===== src/rtl/prio_pkg.sv =====
// prio_pkg: shared state/mode encodings and index-wrap helper for the priority encoder.
package prio_pkg;
    typedef enum logic {
        EMPTY = 1'b0,
        HOLD  = 1'b1
    } state_t;
    localparam logic MODE_FIXED = 1'b0;
    localparam logic MODE_RR    = 1'b1;
    // Position reached after stepping k places below i, wrapping modulo w.
    function automatic int wrap_dec(input int i, input int k, input int w);
        return (i + w - k) % w;
    endfunction
endpackage


===== src/rtl/prio_find_high.sv =====
// prio_find_high: highest-set-bit search starting at start, descending with wrap.
//   vec   - request vector
//   start - first position examined; search runs start..0 then WIDTH-1..start+1
//   idx   - first set position met (0 when none)
//   found - vec had at least one set bit
module prio_find_high
    import prio_pkg::*;
#(
    parameter int WIDTH = 8,
    localparam int IDXW = $clog2(WIDTH)
) (
    input  logic [WIDTH-1:0] vec,
    input  logic [IDXW-1:0]  start,
    output logic [IDXW-1:0]  idx,
    output logic             found
);
    // Walk from the farthest position toward start so the nearest hit is written last.
    always_comb begin
        idx   = '0;
        found = 1'b0;
        for (int k = WIDTH - 1; k >= 0; k--) begin
            if (vec[wrap_dec(int'(start), k, WIDTH)]) begin
                idx   = IDXW'(wrap_dec(int'(start), k, WIDTH));
                found = 1'b1;
            end
        end
    end
endmodule


===== src/rtl/param_prio_encoder.sv =====
// param_prio_encoder: registered fixed/round-robin priority encoder with valid/ready output.
//   clk, rst   - clock, synchronous active-high reset
//   en         - enable; low flushes the held grant and blocks captures
//   mode       - MODE_FIXED (highest index wins) or MODE_RR (rotating start)
//   req        - request vector
//   out_ready  - consumer accepts the current grant
//   out_valid  - out_idx/grant hold a valid grant
//   out_idx    - binary index of the grant
//   grant      - one-hot grant, zero when out_valid is low
module param_prio_encoder
    import prio_pkg::*;
#(
    parameter int WIDTH = 8,
    localparam int IDXW = $clog2(WIDTH)
) (
    input  logic             clk,
    input  logic             rst,
    input  logic             en,
    input  logic             mode,
    input  logic [WIDTH-1:0] req,
    input  logic             out_ready,
    output logic             out_valid,
    output logic [IDXW-1:0]  out_idx,
    output logic [WIDTH-1:0] grant
);
    state_t           state, state_nxt;
    logic [IDXW-1:0]  ptr, ptr_nxt, idx_nxt, start, win;
    logic [WIDTH-1:0] grant_nxt;
    logic             found, capture;

    // Fixed priority is the same search anchored at the top index.
    assign start = (mode == MODE_RR) ? ptr : IDXW'(WIDTH - 1);

    prio_find_high #(.WIDTH(WIDTH)) u_find (
        .vec  (req),
        .start(start),
        .idx  (win),
        .found(found)
    );

    assign capture   = en && (state == EMPTY || out_ready);
    assign out_valid = (state == HOLD);

    always_comb begin
        state_nxt = state;
        idx_nxt   = out_idx;
        grant_nxt = grant;
        ptr_nxt   = ptr;
        if (!en) begin
            state_nxt = EMPTY;
            grant_nxt = '0;
        end else if (capture) begin
            state_nxt = found ? HOLD : EMPTY;
            idx_nxt   = found ? win : out_idx;
            grant_nxt = found ? WIDTH'(1) << win : '0;
            ptr_nxt   = !found ? ptr : (win == '0) ? IDXW'(WIDTH - 1) : win - 1'b1;
        end
    end

    always_ff @(posedge clk) begin
        if (rst) begin
            state   <= EMPTY;
            out_idx <= '0;
            grant   <= '0;
            ptr     <= IDXW'(WIDTH - 1);
        end else begin
            state   <= state_nxt;
            out_idx <= idx_nxt;
            grant   <= grant_nxt;
            ptr     <= ptr_nxt;
        end
    end
endmodule


===== config.mk =====
export PLATFORM = sky130hd
export DESIGN_NAME = param_prio_encoder
export DESIGN_NICKNAME = d
export VERILOG_FILES = /design/src/rtl/prio_pkg.sv /design/src/rtl/prio_find_high.sv /design/src/rtl/param_prio_encoder.sv
export SDC_FILE = /design/constraint.sdc
export NUM_CORES = 1
export LEC_CHECK = 0
export BUFFER_PORTS_ARGS = -buffer_cell sky130_fd_sc_hd__buf_2
export CAP_MARGIN = 30
export CORE_UTILIZATION = 60
export DETAILED_ROUTE_END_ITERATION = 16
export PLACE_DENSITY_LB_ADDON = 0.25
export SLEW_MARGIN = 20
export SYNTH_ARGS = -nofsm -noshare
export SYNTH_HDL_FRONTEND = slang
export SYNTH_HIERARCHICAL = 1
export SYNTH_SLANG_ARGS = --single-unit
export TNS_END_PERCENT = 10

===== constraint.sdc =====
create_clock -name clk -period 8.85 [get_ports clk]
set_input_delay 0.885 -clock clk [delete_from_list [all_inputs] [get_ports clk]]
set_output_delay 0.885 -clock clk [all_outputs]
set_load 0.02 [all_outputs]

==> reports/metrics.csv <==
stage,metric,value,unit
final_layout,fillcell total,189,
placed_design,Placement Cell Area,1580,um^2
logic_synthesis,sequential area share after synthesis,20.0,%
power,Clock power frac,15.3,%
route,DR iter-0 viols,52,
clock_network,clk sinks,15,
power,combinational power share,56.2,%
logic_synthesis,Synth top area share,20.0,%
sta,Fmax achieved,0.218,GHz
global_routing,met1 GRT Util,45.7,%
route,drt drc,0,
route,drt first pass iters,4,
sta,RSZ-0062 raised after global routing,false,
floorplan,die width,52.0,um
route,Vias,1458,
sta,Final WS setup,4.27,ns
global_routing,routing usage on met2,44.9,%
final_layout,Area Growth Syn to Fin,7.24,%
floorplan,I/O pins,25,
sta,hold violation total from the final report,0,
clock_network,"Clk pin slew, worst setup/hold paths",0.11,ns
logic_synthesis,"Cell Area, Synth",1500,um^2
clock_network,post_cts resized,0,
logic_synthesis,Post-Syn Nets,190,
sta,Final Cycle Share,51.8,%
critical_path,critical path class,in2reg,
sta,Final TNS setup,0,ns
sta,clock skew,0.0143,ns
sta,Tmin final,4.58,ns
job,Max Cap Viol,0,
sta,max-slew violations,0,
global_routing,vias in the first global route,1259,
sta,Worst Tran Pin Value,0.749,ns
power,pwr/cell area,169,nW/um^2
critical_path,CP Max Fanout,18,
critical_path,WP data required,9.05,ns
final_layout,Ant. Diodes,0,
logic_synthesis,top_reg_cell synth,dfxtp_1,
global_routing,busiest grt layer,met1,
logic_synthesis,Yosys reg bits,15,
logic_synthesis,Synth async-reset ratio,0,%
route,total length of routed wires,3660,um
logic_synthesis,Post-synth EDFFs,0,
power,Pleak,0.685,nW
route,via/cell ratio,6.75,
logic_synthesis,synth warn,6,
clock_network,Clock Latency Late Sink,0.30,ns
floorplan,Starting Density,66.0,%
final_layout,# nets final,209,
placed_design,RD Place Congestion,0.934,
sta,slew margin rel.,50.0,%
logic_synthesis,synth unique cells,50,
placed_design,DP HPWL,2760,um
critical_path,CP arrival,4.78,ns
final_layout,fin area,1610,um^2
floorplan,die area,2710,um^2
clock_network,hold_buf cts,0,
power,power consumption,0.000272,W
logic_synthesis,"area leader, netlist",dfxtp_1,
status,status,finished clean,
global_routing,largest net degree at the start of global routing,19,
power,peak supply drop,0.149,mV
global_routing,GRT Residual Overflow,0,
critical_path,startpoint type of the worst setup path,input pin,
global_routing,Tot GR Track Use,30.5,%
global_routing,antenna violations before repair,0,
power,part of the power in registers,28.5,%
power,Switch Pwr,0.000118,W
floorplan,core area,2280,um^2
clock_network,Max clock buf depth,2,
clock_network,Num CTS Buffers,3,
logic_synthesis,ranking of synthesized cells by area,"dfxtp_1, mux4_1, o21ai_0",
clock_network,clock root buffer,clkbuf_4,
critical_path,CP Capture Type,register,
route,WL/cell,16.9,um
clock_network,htree depth,1,
floorplan,chip height,52.0,um
route,remaining antenna violation count after routing,0,
global_routing,first-pass GRT wire length,6120,um
hold_path,worst hold path class,reg2reg,
global_routing,met3 Track Usage GR,7.02,%
clock_network,Post-CTS Setup Bufs,0,
floorplan,FP Rows,17,
placed_design,PortBufs,24,
logic_synthesis,Mapped Avg Cell Area,8.84,um^2
logic_synthesis,cell count after synthesis,170,
power,Switching Share,43.4,%
placed_design,pre-CTS WS,4.00,ns
clock_network,CTS tree,done,
sta,final setup fails,0,
power,Int Pwr,0.000154,W
final_layout,ratio of cells with drive above 1 in the final layout,21.3,%
-- cells in the final DEF (no fill, tap or decap), types with 2 or more instances in the layout --
cell type	Yosys	final
buf_2	2	24
o21ai_0	18	18
a21oi_1	17	17
dfxtp_1	15	15
nand3_1	11	11
inv_1	9	9
nor2_1	8	8
nand4_1	7	7
ha_1	7	7
mux2i_1	6	6
mux4_1	6	6
nand2b_1	4	4
nand2_1	4	4
mux4_2	4	4
nor2b_1	3	3
clkbuf_4	0	3
o22ai_1	3	3
and2_1	2	2
o21bai_1	2	2
nor4_1	2	2
nor3_1	2	2
a221o_1	2	2
xnor2_1	2	2
o21a_1	2	2
mux2_2	2	2
-- synth_stat cells, drive strengths merged, types with 7 or more instances --
| master | instances |
|---|---|
| inv | 9 |
| mux4 | 10 |
| a21oi | 18 |
| nand4 | 7 |
| dfxtp | 15 |
| buf | 8 |
| nand3 | 11 |
| nor2 | 8 |
| o21ai | 18 |
| ha | 7 |
| mux2i | 7 |
-- per-stage QoR --
stage,cells,hold slack (ns),util (%)
floorplan,170,0.447,-
global placement,212,0.457,69.6
finish,216,0.477,70.8
detailed placement,212,0.464,69.6
global route,216,0.507,70.8
CTS,216,0.477,70.8
-- cells by family (layout without fill, tap and decap cells) --
group	count (synthesis)	after routing	synth area share [%]
adders and majority gates	7	7	5.83
and+or+nand+nor	51	51	19.5
AOI/OAI and AO/OA	54	54	21.6
xor gates and xnor gates	3	3	1.75
muxes	20	20	23.9
DFF	15	15	20.0
buffers and inverters	20	38	7.41
-- power groups by stage --
stage          clock network, W  registers, W  logic [W]
6_report              0.0000417     0.0000776   0.000153
5_1_grt               0.0000442     0.0000781   0.000167
3_3_place_gp                  0     0.0000784   0.000144
3_5_place_dp                  0     0.0000788   0.000148
2_1_floorplan                 0     0.0000829   0.000115
4_1_cts               0.0000415     0.0000774   0.000150
-- worst paths after layout --
check                              start  slack, ns  cells past startpoint        to
worst max-delay path                mode       4.27                     14    ptr[2]
worst min-delay path            grant[7]       0.48                      2  grant[7]
worst max register to register    ptr[1]       4.56                     13    ptr[2]
worst min register to register  grant[7]       0.48                      2  grant[7]
-- per-layer routing --
metal	up-vias	part of all wire, %
met5	-	0
met4	0	0.68
met3	5	6.3
met2	71	46
met1	694	47
li1	688	-
-- registers in the layout, indices dropped and copies added, names as in the netlist --
name       cells
grant          8
out_idx        3
out_valid      1
ptr            3
-- critical path: stages --
cell and delay, ns:
buf_2 0.11, nand2b_1 0.53, inv_1 0.22, ha_1 0.46, mux4_2 0.43, mux2_4 0.31
or3b_1 0.38, a31o_1 0.23, a21oi_2 0.26, inv_1 0.14, ha_1 0.24, nor3_1 0.20
nor3_1 0.06, a221o_1 0.32
-- area by class of cell --
cell class / instances / area (um^2) / share of cell area [%]
clock buffer: 3 / 22.5 / 1.40
clock inverter: 1 / 5.00 / 0.311
inverter: 10 / 37.5 / 2.33
multi-input combinational: 135 / 1090 / 67.7
sequential: 15 / 300 / 18.6
tap: 28 / 35.0 / 2.17
timing repair buffer: 24 / 120 / 7.45
No activity file was read; power rests on OpenSTA's default activity.
